$ cat config.mk
export PLATFORM = sky130hd
export DESIGN_NAME = matmul_result_collector_flat
export DESIGN_NICKNAME = d
export VERILOG_FILES = /design/src/rtl/matmul_result_collector_pkg.sv /design/src/rtl/matmul_result_collector_if.sv /design/src/rtl/matmul_scratchpad_mem.sv /design/src/rtl/matmul_result_collector.sv /design/src/flat_wrapper.sv
export SDC_FILE = /design/constraint.sdc
export NUM_CORES = 1
export LEC_CHECK = 0
export ABC_AREA = 1
export BUFFER_PORTS_ARGS = -buffer_cell sky130_fd_sc_hd__buf_2
export CAP_MARGIN = 20
export CORE_ASPECT_RATIO = 1.2
export CORE_MARGIN = 2
export CORE_UTILIZATION = 56
export CTS_CLUSTER_SIZE = 12
export DETAILED_ROUTE_END_ITERATION = 10
export PLACE_DENSITY = 0.77
export REMOVE_ABC_BUFFERS = 1
export SETUP_SLACK_MARGIN = 0.1
export SLEW_MARGIN = 5
export SYNTH_ARGS = -nofsm -noshare
export SYNTH_HDL_FRONTEND = slang
export SYNTH_HIERARCHICAL = 1
export SYNTH_SLANG_ARGS = --single-unit
export TNS_END_PERCENT = 10
$ cat constraint.sdc
create_clock -name clk_i -period 14.5 [get_ports clk_i]
set_input_delay 4.35 -clock clk_i [delete_from_list [all_inputs] [get_ports clk_i]]
set_output_delay 4.35 -clock clk_i [all_outputs]
set_load 0.02 [all_outputs]
$ cat src/rtl/matmul_result_collector_pkg.sv
// matmul_result_collector_pkg: default geometry, FSM state type and element index helpers
package matmul_result_collector_pkg;
  localparam int DW = 8;
  localparam int BW = 16;
  localparam int MAX_DIM = BW / DW;
  localparam int NE = MAX_DIM * MAX_DIM;
  localparam int EW = 2 * DW;
  typedef enum logic [1:0] {IDLE, PROC, DONE} state_e;
  function automatic int idx_row(input int idx, input int md);
    return idx % md;
  endfunction
  function automatic int idx_col(input int idx, input int md);
    return idx / md;
  endfunction
endpackage

$ cat src/rtl/matmul_result_collector_if.sv
// matmul_result_collector_if: scratchpad read port (rd_en/rd_slot/rd_idx in, rd_data/rd_valid out); master = bus side, slave = collector
interface matmul_result_collector_if
  import matmul_result_collector_pkg::*;
#(
  parameter int DATA_WIDTH = DW,
  parameter int BUS_WIDTH = BW,
  parameter int SP_NTARGETS = 4
);
  localparam int MD = BUS_WIDTH / DATA_WIDTH;
  logic rd_en;
  logic [$clog2(SP_NTARGETS)-1:0] rd_slot;
  logic [$clog2(MD*MD)-1:0] rd_idx;
  logic [2*DATA_WIDTH-1:0] rd_data;
  logic rd_valid;
  modport master(output rd_en, rd_slot, rd_idx, input rd_data, rd_valid);
  modport slave(input rd_en, rd_slot, rd_idx, output rd_data, rd_valid);
endinterface

$ cat src/rtl/matmul_scratchpad_mem.sv
// matmul_scratchpad_mem: S x N x W register file; comb bias read (b_*), registered read (rd_*), write (we/w_*), zero on rst_i
module matmul_scratchpad_mem #(
  parameter int W = 16,
  parameter int N = 4,
  parameter int S = 4,
  localparam int IW = $clog2(N),
  localparam int SW = $clog2(S)
) (
  input  logic          clk_i,
  input  logic          rst_i,
  input  logic [SW-1:0] b_slot,
  input  logic [IW-1:0] b_idx,
  output logic [W-1:0]  b_data,
  input  logic          rd_en,
  input  logic [SW-1:0] rd_slot,
  input  logic [IW-1:0] rd_idx,
  output logic [W-1:0]  rd_data,
  output logic          rd_valid,
  input  logic          we,
  input  logic [SW-1:0] w_slot,
  input  logic [IW-1:0] w_idx,
  input  logic [W-1:0]  w_data
);
  logic [W-1:0] mem [S][N];
  assign b_data = mem[b_slot][b_idx];
  always_ff @(posedge clk_i or posedge rst_i)
    if (rst_i) begin
      for (int s = 0; s < S; s++)
        for (int n = 0; n < N; n++)
          mem[s][n] <= '0;
      rd_data <= '0;
      rd_valid <= 1'b0;
    end else begin
      if (we) mem[w_slot][w_idx] <= w_data;
      rd_valid <= rd_en;
      if (rd_en) rd_data <= mem[rd_slot][rd_idx];
    end
endmodule

$ cat src/rtl/matmul_result_collector.sv
// matmul_result_collector: captures C/flags on finish edge, optional bias add, writes a scratchpad slot; rd port via interface
module matmul_result_collector
  import matmul_result_collector_pkg::*;
#(
  parameter int DATA_WIDTH = DW,
  parameter int BUS_WIDTH = BW,
  parameter int SP_NTARGETS = 4,
  localparam int MD = BUS_WIDTH / DATA_WIDTH,
  localparam int N = MD * MD,
  localparam int W = 2 * DATA_WIDTH,
  localparam int IW = $clog2(N),
  localparam int SW = $clog2(SP_NTARGETS)
) (
  input  logic           clk_i,
  input  logic           rst_i,
  input  logic           finish_mul_i,
  input  logic [N*W-1:0] c_matrix_i,
  input  logic [N-1:0]   flags_i,
  input  logic [2:0]     n_dim_i,
  input  logic [2:0]     m_dim_i,
  input  logic           bias_i,
  input  logic [SW-1:0]  src_slot_i,
  input  logic [SW-1:0]  dst_slot_i,
  output logic           busy_o,
  output logic           done_o,
  output logic [N-1:0]   flags_o,
  output logic           missed_o,
  matmul_result_collector_if.slave rd
);
  state_e state;
  logic finish_d, bias_q;
  logic [IW-1:0] idx;
  logic [N*W-1:0] c_q;
  logic [N-1:0] f_q, acc;
  logic [2:0] n_q, m_q;
  logic [SW-1:0] src_q, dst_q;
  logic [W-1:0] a, b, b_data, s, w_data;
  logic rise, in_rng, ovf, w_flag;
  assign rise = finish_mul_i & ~finish_d;
  assign busy_o = state != IDLE;
  always_comb begin
    in_rng = idx_row(int'(idx), MD) < int'(n_q) && idx_col(int'(idx), MD) < int'(m_q);
    a = c_q[idx*W +: W];
    b = bias_q ? b_data : '0;
    s = a + b;
    ovf = a[W-1] == b[W-1] && s[W-1] != a[W-1];
    w_data = in_rng ? s : '0;
    w_flag = in_rng & (f_q[idx] | ovf);
  end
  always_ff @(posedge clk_i or posedge rst_i)
    if (rst_i) begin
      state <= IDLE;
      finish_d <= 1'b0;
      idx <= '0;
      c_q <= '0;
      f_q <= '0;
      n_q <= '0;
      m_q <= '0;
      bias_q <= 1'b0;
      src_q <= '0;
      dst_q <= '0;
      acc <= '0;
      flags_o <= '0;
      done_o <= 1'b0;
      missed_o <= 1'b0;
    end else begin
      finish_d <= finish_mul_i;
      done_o <= 1'b0;
      if (rise && state != IDLE) missed_o <= 1'b1;
      case (state)
        IDLE: if (rise) begin
          c_q <= c_matrix_i;
          f_q <= flags_i;
          n_q <= n_dim_i;
          m_q <= m_dim_i;
          bias_q <= bias_i;
          src_q <= src_slot_i;
          dst_q <= dst_slot_i;
          idx <= '0;
          state <= PROC;
        end
        PROC: begin
          acc[idx] <= w_flag;
          idx <= idx + IW'(1);
          if (idx == IW'(N - 1)) state <= DONE;
        end
        DONE: begin
          flags_o <= acc;
          done_o <= 1'b1;
          state <= IDLE;
        end
        default: state <= IDLE;
      endcase
    end
  // bias operand is read combinationally before the registered write lands, so src==dst accumulates in place
  matmul_scratchpad_mem #(.W(W), .N(N), .S(SP_NTARGETS)) u_mem (
    .clk_i(clk_i), .rst_i(rst_i),
    .b_slot(src_q), .b_idx(idx), .b_data(b_data),
    .rd_en(rd.rd_en), .rd_slot(rd.rd_slot), .rd_idx(rd.rd_idx), .rd_data(rd.rd_data), .rd_valid(rd.rd_valid),
    .we(state == PROC), .w_slot(dst_q), .w_idx(idx), .w_data(w_data)
  );
endmodule
$ cat src/flat_wrapper.sv
// flat-port wrapper written by rule: the top's interface ports become plain ports
module matmul_result_collector_flat import matmul_result_collector_pkg::*;
#(
  parameter int DATA_WIDTH = DW,
  parameter int BUS_WIDTH = BW,
  parameter int SP_NTARGETS = 4,
  localparam int MD = BUS_WIDTH / DATA_WIDTH,
  localparam int N = MD * MD,
  localparam int W = 2 * DATA_WIDTH,
  localparam int IW = $clog2(N),
  localparam int SW = $clog2(SP_NTARGETS)
)
  (clk_i, rst_i, finish_mul_i, c_matrix_i, flags_i, n_dim_i, m_dim_i, bias_i, src_slot_i, dst_slot_i, busy_o, done_o, flags_o, missed_o, rd_rd_en, rd_rd_slot, rd_rd_idx, rd_rd_data, rd_rd_valid);
  matmul_result_collector_if #(.DATA_WIDTH(DATA_WIDTH), .BUS_WIDTH(BUS_WIDTH), .SP_NTARGETS(SP_NTARGETS)) rd_i ();
  input  logic clk_i;
  input  logic rst_i;
  input  logic finish_mul_i;
  input  logic [N*W-1:0] c_matrix_i;
  input  logic [N-1:0] flags_i;
  input  logic [2:0] n_dim_i;
  input  logic [2:0] m_dim_i;
  input  logic bias_i;
  input  logic [SW-1:0] src_slot_i;
  input  logic [SW-1:0] dst_slot_i;
  output logic busy_o;
  output logic done_o;
  output logic [N-1:0] flags_o;
  output logic missed_o;
  input wire logic [$bits(rd_i.rd_en)-1:0] rd_rd_en;
  input wire logic [$bits(rd_i.rd_slot)-1:0] rd_rd_slot;
  input wire logic [$bits(rd_i.rd_idx)-1:0] rd_rd_idx;
  output wire logic [$bits(rd_i.rd_data)-1:0] rd_rd_data;
  output wire logic [$bits(rd_i.rd_valid)-1:0] rd_rd_valid;
  assign rd_i.rd_en = rd_rd_en;
  assign rd_i.rd_slot = rd_rd_slot;
  assign rd_i.rd_idx = rd_rd_idx;
  assign rd_rd_data = rd_i.rd_data;
  assign rd_rd_valid = rd_i.rd_valid;
  matmul_result_collector #(.DATA_WIDTH(DATA_WIDTH), .BUS_WIDTH(BUS_WIDTH), .SP_NTARGETS(SP_NTARGETS)) u_core (.clk_i(clk_i), .rst_i(rst_i), .finish_mul_i(finish_mul_i), .c_matrix_i(c_matrix_i), .flags_i(flags_i), .n_dim_i(n_dim_i), .m_dim_i(m_dim_i), .bias_i(bias_i), .src_slot_i(src_slot_i), .dst_slot_i(dst_slot_i), .busy_o(busy_o), .done_o(done_o), .flags_o(flags_o), .missed_o(missed_o), .rd(rd_i));
endmodule
After elaboration in Yosys (flattened, before gate mapping):

Cells that the tools add are included.

* output and inout port bits: 24
* register bits: 367
* input bits: 87

* reduce and logical (&&, ||, !) cells: 12
* bitwise logic cells: 9
* equal/unequal tests: 7
* order comparisons: 11
* add/sub/neg operators: 2
* muxes and demuxes: 30
* shift operators: 1

Operator list (number)
* 64-bit 2-to-1 mux: 5
* 64-bit binary-select mux with 2-bit select: 2
* 256-bit bitwise mux: 1
* 64-bit demux with 2-bit select: 1
* 16-bit 2-to-1 mux: 7
* 16-bit binary-select mux with 2-bit select: 2
* 64-bit by 7-bit variable part select with 16-bit output: 1
* 16-bit demux with 2-bit select: 1
* 16-bit adder: 1
* 3-bit greater-or-equal comparator, second input constant: 5
* 2-bit NOT with 3-bit output: 5
* 2-bit case mux with 2 select lines: 2
* 1-bit logical AND: 6
* 1-bit by 3-bit less-than comparator with 1-bit output: 2
* 3-bit by 1-bit less-than comparator with 1-bit output, second input constant: 2
* 2-bit 2-to-1 mux: 3
* 2-bit AND reduction: 3
* 4-bit bitwise mux: 1
* 2-bit equality test, second input constant: 2
* 2-bit by 1-bit inequality test with 1-bit output, second input constant: 2
* 2-bit nonzero test: 2
* 2-bit by 3-bit less-than comparator with 1-bit output, second input constant: 1
* 1-bit 2-to-1 mux: 3
* 2-bit by 1-bit adder with 2-bit output, second input constant: 1
* 10 further kinds: 11

Longest topological paths before layout:

Gate-level depths: netlist (run 1).

* depth after elaboration: 14
* mapped depth: 23
* depth with buffers taken out: 21

Hierarchy:

The synthesis (run 1) kept the hierarchy.

Modules (own cells, without submodules)
* matmul_scratchpad_mem: times used 1, area each 14813.0 µm², cells each 2082, seq. area each 6831.6 µm²
* matmul_result_collector: times used 1, area each 5061.1 µm², cells each 697, seq. area each 2352.3 µm²

Worst setup path before layout (run 1):

Ideal clock, no wire load.

* path type: input to register
* start: in rd_rd_slot[1]
* end: reg u_core.u_mem.rd_data[0]
* required time: 14.383 ns
* arrival time: 5.167 ns
* stages: 9
* buffers on the path: 2
* library setup time: 0.117 ns
* slack: 9.216 ns
* path through: buf_2 clkbuf_1 nand3_1 nand3_1 nand2_1 nand2_1 nand2_1 nand2_1 nand2_1

* cells in the longest elaborated chain, start to end: 7

RTL lines
* start: declaration: line flat_wrapper.sv:30 `input wire logic [$bits(rd_i.rd_slot)-1:0] rd_rd_slot;`
* 2-bit NOT with 3-bit output (implied by the code): line matmul_scratchpad_mem.sv:36 `if (rd_en) rd_data <= mem[rd_slot][rd_idx];`
* 64-bit binary-select mux with 2-bit select: line matmul_scratchpad_mem.sv:36
* 64-bit 2-to-1 mux (implied by the code) (2 in series): line matmul_scratchpad_mem.sv:36
* 16-bit binary-select mux with 2-bit select: line matmul_scratchpad_mem.sv:36
* 16-bit 2-to-1 mux (implied by the code) (2 in series): line matmul_scratchpad_mem.sv:36
* end signal: assignment: line matmul_scratchpad_mem.sv:36
* end: declaration: line matmul_scratchpad_mem.sv:17 `output logic [W-1:0] rd_data,`

Every way passes these cells. The select of a mux whose other input is x is not followed.
A chain may end at the register's enable or synchronous reset.

Worst setup path after layout (run 1):

* start: in rd_rd_slot[0]
* end: reg u_core.u_mem.rd_data[4]

The elaborated chain is that of the path after synthesis.

==> results of run 1 <==
## critical path: cells and delay by family
kind / cells / cell delay (ps)
buffers and inverters: 3 / 1930
and+or+nand+nor: 8 / 700
## synthesized netlist by cell type (15+ instances only)
library cell                  n  area share (%)
sky130_fd_sc_hd__nand2_1   1057              20
sky130_fd_sc_hd__o211ai_1    65             2.5
sky130_fd_sc_hd__buf_2       72             1.8
sky130_fd_sc_hd__o22ai_1     15            0.47
sky130_fd_sc_hd__clkbuf_1   113             2.1
sky130_fd_sc_hd__o21ai_0    356             9.0
sky130_fd_sc_hd__inv_1      200             3.8
sky130_fd_sc_hd__dfrtp_1    367              46
sky130_fd_sc_hd__nand3_1    311             7.8
sky130_fd_sc_hd__a21oi_1     86             2.2
sky130_fd_sc_hd__ha_1        19             1.2
sky130_fd_sc_hd__nor2_1      65             1.2
## cell families after synthesis
| logic type | after synthesis | share of synthesized area, % |
|---|---|---|
| compound gates | 541 | 14.8 |
| xor+xnor | 2 | 0.0882 |
| fa+ha+maj | 20 | 1.30 |
| buf+inv | 407 | 8.25 |
| flops | 367 | 46.2 |
| simple gates | 1442 | 29.4 |
## worst max path at each step
stage             startpoint                  endpoint  cells after the start
5_1_grt        rd_rd_slot[0]  u_core/u_mem/rd_data[15]                     11
4_1_cts        rd_rd_slot[0]   u_core/u_mem/rd_data[0]                     11
2_1_floorplan          rst_i       u_core/u_mem/mem[0]                      1
6_report       rd_rd_slot[0]   u_core/u_mem/rd_data[4]                     11
3_5_place_dp   rd_rd_slot[0]   u_core/u_mem/rd_data[0]                     11
3_3_place_gp   rd_rd_slot[0]  u_core/u_mem/rd_data[15]                     11
## through the flow
stage,power (mW),util [%],setup slack [ps],area (um^2)
after global placement,3.83,58.3,7440,20400
after global routing,5.35,62.1,7690,21700
after detailed placement,3.91,58.3,7440,20400
final,5.00,62.1,7870,21700
after floorplan,3.20,-,2630,19000
after CTS,4.95,62.0,8010,21700
## report_power, final
| part | switching (mW) | internal (mW) |
|---|---|---|
| Sequential | 0.307 | 1.41 |
| Combinational | 1.60 | 0.665 |
| Clock | 0.414 | 0.604 |
| Total | 2.32 | 2.68 |
## registers in the layout, summed over array words and instances (netlist names), 3 cells and up
register	cells
u_core/acc	4
u_core/c_q	64
u_core/f_q	4
u_core/flags_o	4
u_core/m_q	3
u_core/n_q	3
u_core/u_mem/mem	256
u_core/u_mem/rd_data	16
## per-layer routing
layer  wire [um]  share of wire [%]  global-route usage [%]
met5           0                  0                       0
met4        2980                4.9                    15.7
met3        6150                 10                    5.45
met2       27600                 46                    52.4
met1       23700                 39                    43.9
## area by class of cell
| type | count | area (um^2) | share of cell area [%] |
|---|---|---|---|
| flip-flops and latches | 367 | 9190 | 42.3 |
| well taps | 462 | 578 | 2.66 |
| clock buffers | 59 | 1190 | 5.49 |
| multi-input cells | 2005 | 9090 | 41.8 |
| clock inverters | 8 | 101 | 0.467 |
| inverters | 207 | 787 | 3.62 |
| repair buffers | 136 | 781 | 3.59 |
## cell usage in the layout (no fill, tap or decap), drive strengths merged, types with 2 or more instances in the layout
| cell type | Yosys | routed |
|---|---|---|
| a21boi | 2 | 2 |
| bufinv | 0 | 2 |
| clkinv | 0 | 6 |
| buf | 87 | 136 |
| dfrtp | 367 | 367 |
| ha | 19 | 19 |
| o21ai | 361 | 361 |
| o211ai | 65 | 65 |
| inv | 207 | 207 |
| nand3 | 313 | 313 |
| o22ai | 15 | 15 |
| nor3 | 4 | 4 |
| nor2 | 65 | 65 |
| nand2 | 1060 | 1060 |
| o21bai | 4 | 4 |
| a21oi | 86 | 86 |
| a21o | 5 | 5 |
| clkbuf | 113 | 59 |
==> tab_implementation.tex, run 1 <==
\begin{tabular}{lr}
\hline
Metric & Value \\
\hline
\multicolumn{2}{l}{\textbf{Detailed routing}} \\
\quad Number of violations reported at the end of detailed-routing iteration 0 & 2244 \\
\quad Wirelength, routed & 60.4 mm \\
\quad Detailed-route vias per instance & 5.91 \\
\quad Drc violations & 0 \\
\quad Number of nets still failing antenna checks after routing & 0 \\
\quad First-pass iteration count of the detailed router & 7 \\
\quad Routed length per instance & 18.6 um \\
\quad Vias post-DR & 19200 \\
\multicolumn{2}{l}{\textbf{Worst hold path}} \\
\quad Startpoint of the tightest hold check path & u\_core/missed\_o \\
\quad Hold EP & u\_core/missed\_o \\
\quad Number of cells on the worst hold path & 1 \\
\quad Min-Delay Path Class & reg2reg \\
\multicolumn{2}{l}{\textbf{Setup path}} \\
\quad Chain of cells forming the critical path & buf\_4 -> clkinv\_2 -> buf\_4 -> nand2\_1 -> nand3\_1 -> nand3\_1 -> nand2\_1 -> nand2\_1 -> nand2\_1 -> nand2\_1 -> nand2\_1 \\
\quad Slack of the worst reg-to-reg path & 9350 ps \\
\quad Reg-to-reg critical path endpoint & u\_core/u\_mem/mem[248] \\
\quad Worst Reg2Reg Path Length in Cells & 19 \\
\quad Type of element capturing the critical path & register \\
\quad Required time of the critical path & 14930 ps \\
\quad Setup crit start kind & primary input \\
\quad Data arrival, critical path & 7060 ps \\
\quad Critical Path Slowest Stage Cell & sky130\_fd\_sc\_hd\_\_clkinv\_2 \\
\quad Startpoint of the worst register-to-register path & u\_core/src\_q[1] \\
\quad Crit Path Max Fanout & 91 \\
\quad Largest stage delay on the critical path & 710 ps \\
\quad Most used cell, CP & sky130\_fd\_sc\_hd\_\_nand2\_1 \\
\quad Category of the critical setup timing path & in2reg \\
\multicolumn{2}{l}{\textbf{CTS}} \\
\quad PostCTS Resize Cnt & 0 \\
\quad Buffers inserted during post-CTS setup optimization & 0 \\
\quad Clock-pin slew on the worst setup and hold paths & 60 ps \\
\quad Maximum buffer depth of the clock tree & 3 \\
\quad Latest clock arrival within the worst-skew pair & 550 ps \\
\quad Maximum level of the CTS H-tree & 2 \\
\quad Root Buffer Master & sky130\_fd\_sc\_hd\_\_clkbuf\_16 \\
\quad CTS tree & built \\
\quad \# clock sinks & 367 \\
\quad Clock buffers created by TritonCTS & 40 \\
\quad Post-cts hold buffer count & 0 \\
\multicolumn{2}{l}{\textbf{Timing}} \\
\quad Largest clock skew in the final design & 19.2 ps \\
\quad Highest clock frequency the design can meet & 151 MHz \\
\quad Post-route minimum period & 6630 ps \\
\quad Unrepaired setup endpoints after global routing & false \\
\quad Worst slew margin & 24.6\% \\
\quad Sum of negative setup slack & 0 ps \\
\quad Final setup violation count & 0 \\
\quad Worst slew pin tran & 1130 ps \\
\quad Max Transition Viols Final & 0 \\
\quad Crit share post-route & 45.7\% \\
\quad Final Hold Vio Count & 0 \\
\quad Hold Slack & 466 ps \\
\multicolumn{2}{l}{\textbf{Synth}} \\
\quad Cell count after synthesis & 2779 \\
\quad Number of synthesis warnings & 6 \\
\quad Number of synthesized register bits & 367 \\
\quad Post-synth cell types & 31 \\
\quad Seq/Total Area, Yosys & 46.2\% \\
\quad Cell Area, Synth & 19900 um\^{}2 \\
\quad Share of synthesized registers carrying an async set or reset & 100\% \\
\quad Average instance area after synthesis & 7.15 um\^{}2 \\
\quad Main flop type after synthesis & sky130\_fd\_sc\_hd\_\_dfrtp\_1 \\
\quad Number of enable flip-flop cells after synthesis & 0 \\
\multicolumn{2}{l}{\textbf{Global routing}} \\
\quad Antenna violations before repair & 0 \\
\quad Largest net degree at the start of global routing & 203 \\
\quad Remaining global-route overflow & 0 \\
\quad Vias in the first global route & 18200 \\
\quad Total GRT Usage & 32.8\% \\
\quad Wire length of the first global-routing pass & 96.4 mm \\
\multicolumn{2}{l}{\textbf{Die}} \\
\quad Row count & 75 \\
\quad Overall die area & 37000 um\^{}2 \\
\quad Die span in x & 176 um \\
\quad Chip height & 210 um \\
\quad Area inside the core boundary & 35000 um\^{}2 \\
\quad Boundary Pins & 111 \\
\quad Initial Utilization & 56.8\% \\
\multicolumn{2}{l}{\textbf{Final layout}} \\
\quad Area Growth Syn to Fin & 9.31\% \\
\quad Number of inserted filler cells in the final layout & 3162 \\
\quad Antenna diodes & 0 \\
\quad Non-filler instance count after layout & 3244 \\
\quad Net total in the final layout & 2864 \\
\quad Share of post-route cells with drive strength above 1 & 8.16\% \\
\multicolumn{2}{l}{\textbf{Pwr}} \\
\quad Max VDD drop & 0.146 mV \\
\quad Leakage Power & 10.5 nW \\
\quad Pwr dens & 230 nW/um\^{}2 \\
\multicolumn{2}{l}{\textbf{Outcome}} \\
\quad Status & finished clean \\
\multicolumn{2}{l}{\textbf{Run}} \\
\quad Maximum Capacitance Violations & 0 \\
\multicolumn{2}{l}{\textbf{Place}} \\
\quad GP Congestion & 0.918 \\
\quad Port-buffer cells & 110 \\
\quad Cells after DPL & 3176 \\
\quad Placed wire-length estimate after detailed placement & 34.0 mm \\
\hline
\end{tabular}
Note: power is estimated with default switching activity, not from simulation.
==> run 2: changes to the inputs <==
==> constraint.sdc (replaced) <==
create_clock -name clk_i -period 6.3 [get_ports clk_i]
set_input_delay 1.89 -clock clk_i [delete_from_list [all_inputs] [get_ports clk_i]]
set_output_delay 1.89 -clock clk_i [all_outputs]
set_load 0.02 [all_outputs]
==> run 2 against run 1 <==
Compared with the run above:
- clock power up 120%
- via count increased by 0.68%
- core utilization decreased by 0.15 points
- clock skew decreased by 4.9 ps
- register-to-register slack got worse by 7800 ps
- count of clock-buffer cells in the layout is the same
- routed wire length increased by 1.6%
- hold slack got worse by 7.5 ps
- first-iteration DRC count up 0.98%
- cell count stayed put
- global-route usage up 0.57 points
- combinational power increased by 120%
- critical endpoint is now u_core/u_mem/mem[93]
- largest power group unchanged
==> tab_implementation.tex, run 2 (same netlist as run 1, synthesis figures left out) <==
\begin{tabular}{lr}
\hline
Metric & Value \\
\hline
\multicolumn{2}{l}{\textbf{Outcome}} \\
\quad Status & finished clean (unchanged) \\
\multicolumn{2}{l}{\textbf{Timing}} \\
\quad Max Transition Viols Final & 0 (unchanged) \\
\quad Final setup violation count & 0 (unchanged) \\
\quad Final Hold Vio Count & 0 (unchanged) \\
\quad Unrepaired setup endpoints after global routing & false (unchanged) \\
\quad Sum of negative setup slack & 0 ps (unchanged) \\
\quad Crit share post-route & 74.6\% \\
\quad Worst slew margin & 28.9\% (was 24.6\%) \\
\quad Worst slew pin tran & 1070 ps (was 1130 ps) \\
\quad Highest clock frequency the design can meet & 213 MHz \\
\quad Largest clock skew in the final design & 14.3 ps (was 19.2 ps) \\
\quad Post-route minimum period & 4700 ps \\
\multicolumn{2}{l}{\textbf{CTS}} \\
\quad Post-cts hold buffer count & 0 (unchanged) \\
\quad \# clock sinks & 367 (unchanged) \\
\quad Maximum buffer depth of the clock tree & 3 (unchanged) \\
\quad PostCTS Resize Cnt & 0 (unchanged) \\
\quad Clock buffers created by TritonCTS & 39 (was 40) \\
\quad Buffers inserted during post-CTS setup optimization & 0 (unchanged) \\
\quad CTS tree & built (unchanged) \\
\quad Clock-pin slew on the worst setup and hold paths & 60 ps (about the same) \\
\quad Root Buffer Master & sky130\_fd\_sc\_hd\_\_clkbuf\_16 (unchanged) \\
\quad Maximum level of the CTS H-tree & 2 (unchanged) \\
\quad Latest clock arrival within the worst-skew pair & 540 ps (was 550 ps) \\
\multicolumn{2}{l}{\textbf{Detailed routing}} \\
\quad Routed length per instance & 18.9 um (was 18.6 um) \\
\quad First-pass iteration count of the detailed router & 9 (was 7) \\
\quad Number of violations reported at the end of detailed-routing iteration 0 & 2266 (was 2244) \\
\quad Wirelength, routed & 61.4 mm (was 60.4 mm) \\
\quad Drc violations & 0 (unchanged) \\
\quad Vias post-DR & 19300 (was 19200) \\
\quad Number of nets still failing antenna checks after routing & 0 (unchanged) \\
\quad Detailed-route vias per instance & 5.95 (was 5.91) \\
\multicolumn{2}{l}{\textbf{Die}} \\
\quad Overall die area & 37000 um\^{}2 (unchanged) \\
\quad Initial Utilization & 56.8\% (unchanged) \\
\quad Chip height & 210 um (unchanged) \\
\quad Die span in x & 176 um (unchanged) \\
\quad Row count & 75 (unchanged) \\
\quad Area inside the core boundary & 35000 um\^{}2 (unchanged) \\
\quad Boundary Pins & 111 (unchanged) \\
\multicolumn{2}{l}{\textbf{Setup path}} \\
\quad Setup crit start kind & register (was primary input) \\
\quad Type of element capturing the critical path & register (unchanged) \\
\quad Data arrival, critical path & 5130 ps (was 7060 ps) \\
\quad Cell type group with the largest total delay on the critical path & simple AND/OR/NAND/NOR gates (was buffers and inverters) \\
\quad Crit. path cell count & 17 (was 11) \\
\quad Largest stage delay on the critical path & 1030 ps (was 710 ps) \\
\quad Category of the critical setup timing path & reg2reg (was in2reg) \\
\quad Worst Reg2Reg Path Length in Cells & 17 (was 19) \\
\quad Buf/Inv on CP & 3 (unchanged) \\
\quad Crit Path Max Fanout & 36 (was 91) \\
\quad Critical Path Slowest Stage Cell & sky130\_fd\_sc\_hd\_\_dfrtp\_2 (was sky130\_fd\_sc\_hd\_\_clkinv\_2) \\
\quad Chain of cells forming the critical path & inv\_1 -> nand3\_1 -> nand3\_1 -> nand2\_1 -> nand2\_1 -> inv\_1 -> ha\_1 -> nand2\_1 -> nand3\_1 -> nand2\_1 -> o21bai\_1 -> nand3\_1 -> nand3\_1 -> nand2\_1 -> nor2\_1 -> inv\_1 -> o21ai\_0 (was buf\_4 -> clkinv\_2 -> buf\_4 -> nand2\_1 -> nand3\_1 -> nand3\_1 -> nand2\_1 -> nand2\_1 -> nand2\_1 -> nand2\_1 -> nand2\_1) \\
\quad Required time of the critical path & 6730 ps (was 14930 ps) \\
\multicolumn{2}{l}{\textbf{Final layout}} \\
\quad Share of post-route cells with drive strength above 1 & 7.98\% (was 8.16\%) \\
\quad Area Growth Syn to Fin & 9.05\% (was 9.31\%) \\
\quad Number of flip-flops under the largest register name & 256 (unchanged) \\
\quad Commonest cells after routing, fill and taps aside & sky130\_fd\_sc\_hd\_\_nand2\_1, sky130\_fd\_sc\_hd\_\_dfrtp\_1, sky130\_fd\_sc\_hd\_\_o21ai\_0 (unchanged) \\
\quad Final cell utilization of the core & 61.9\% (was 62.1\%) \\
\quad Number of inserted filler cells in the final layout & 3250 (was 3162) \\
\quad Most flops, register & u\_core/u\_mem/mem (unchanged) \\
\quad Net total in the final layout & 2866 (was 2864) \\
\quad Most common cell after layout, fill and taps aside & sky130\_fd\_sc\_hd\_\_nand2\_1 (unchanged) \\
\quad Registers with the highest flip-flop counts & u\_core/u\_mem/mem x256, u\_core/c\_q x64, u\_core/u\_mem/rd\_data x16 (unchanged) \\
\quad Antenna diodes & 0 (unchanged) \\
\multicolumn{2}{l}{\textbf{Place}} \\
\quad GP Congestion & 0.970 (was 0.918) \\
\quad Placed wire-length estimate after detailed placement & 35.1 mm (was 34.0 mm) \\
\quad Port-buffer cells & 110 (unchanged) \\
\multicolumn{2}{l}{\textbf{Global routing}} \\
\quad Remaining global-route overflow & 0 (unchanged) \\
\quad Largest net degree at the start of global routing & 143 (was 203) \\
\quad Vias in the first global route & 18400 (was 18200) \\
\quad Antenna violations before repair & 0 (unchanged) \\
\quad Wire length of the first global-routing pass & 97.5 mm (was 96.4 mm) \\
\quad Total GRT Usage & 33.4\% (was 32.8\%) \\
\multicolumn{2}{l}{\textbf{Pwr}} \\
\quad Pwr dens & 524 nW/um\^{}2 (was 230 nW/um\^{}2) \\
\quad Leakage Power & 10.5 nW (about the same) \\
\quad Post-layout total power & 11.4 mW (was 5.00 mW) \\
\quad Max VDD drop & 0.319 mV (was 0.146 mV) \\
\multicolumn{2}{l}{\textbf{Worst hold path}} \\
\quad Number of cells on the worst hold path & 1 (unchanged) \\
\quad Min-Delay Path Class & reg2reg (unchanged) \\
\multicolumn{2}{l}{\textbf{Run}} \\
\quad Maximum Capacitance Violations & 0 (unchanged) \\
\hline
\end{tabular}
run 2: cell type report:
| cell class | instances | area, um^2 | area share, % |
|---|---|---|---|
| flip-flops and latches | 367 | 9190 | 42.4 |
| multi-input cells | 2005 | 9090 | 41.9 |
| clock buffers | 59 | 1150 | 5.32 |
| repair buffers | 139 | 821 | 3.79 |
| inverters | 207 | 787 | 3.63 |
| well taps | 462 | 578 | 2.67 |
| clock inverters | 5 | 52.6 | 0.242 |
run 2: metrics by stage:
step | hold WS (ps) | setup WS [ps] | cell area [um^2] | instances
global placement | 439 | 1780 | 20400 | 3179
floorplan | 442 | -3110 | 19000 | 2579
detailed placement | 443 | 1780 | 20500 | 3180
finish | 459 | 1600 | 21700 | 3244
CTS | 457 | 1760 | 21700 | 3244
global route | 476 | 1360 | 21700 | 3244
run 2: routing by layer:
| metal | wire, um | GRT usage [%] | vias up |
|---|---|---|---|
| met2 | 27400 | 52.7 | 1171 |
| li1 | - | - | 8934 |
| met1 | 23800 | 45.0 | 8978 |
| met4 | 2820 | 14.5 | 0 |
| met5 | 0 | 0 | - |
| met3 | 7360 | 6.87 | 213 |
run 2: worst paths after layout:
kind	start	end	slack (ps)
min reg2reg	u_core/missed_o	u_core/missed_o	460
max	u_core/idx[0]	u_core/u_mem/mem[93]	1600
max reg2reg	u_core/idx[0]	u_core/u_mem/mem[93]	1600
min in group asynchronous	rst_i	u_core/c_q[20]	1510
min	u_core/missed_o	u_core/missed_o	460
max in group asynchronous	rst_i	u_core/u_mem/mem[105]	3560
run 2: worst register-to-register path, cell delays in order (launching register included):
cell	delay [ps]
sky130_fd_sc_hd__dfrtp_2	1030
sky130_fd_sc_hd__inv_1	770
sky130_fd_sc_hd__nand3_1	270
sky130_fd_sc_hd__nand3_1	100
sky130_fd_sc_hd__nand2_1	160
sky130_fd_sc_hd__nand2_1	80
sky130_fd_sc_hd__inv_1	140
sky130_fd_sc_hd__ha_1	150
sky130_fd_sc_hd__nand2_1	60
sky130_fd_sc_hd__nand3_1	160
sky130_fd_sc_hd__nand2_1	90
sky130_fd_sc_hd__o21bai_1	320
sky130_fd_sc_hd__nand3_1	200
sky130_fd_sc_hd__nand3_1	110
sky130_fd_sc_hd__nand2_1	60
sky130_fd_sc_hd__nor2_1	370
sky130_fd_sc_hd__inv_1	300
sky130_fd_sc_hd__o21ai_0	230
run 2: power by group:
group | leakage [nW] | internal [mW] | total (mW) | switching [mW]
Clock | 0.589 | 1.30 | 2.23 | 0.932
Combinational | 5.05 | 1.54 | 5.08 | 3.54
Sequential | 4.85 | 3.24 | 4.05 | 0.808
Total | 10.5 | 6.08 | 11.4 | 5.28
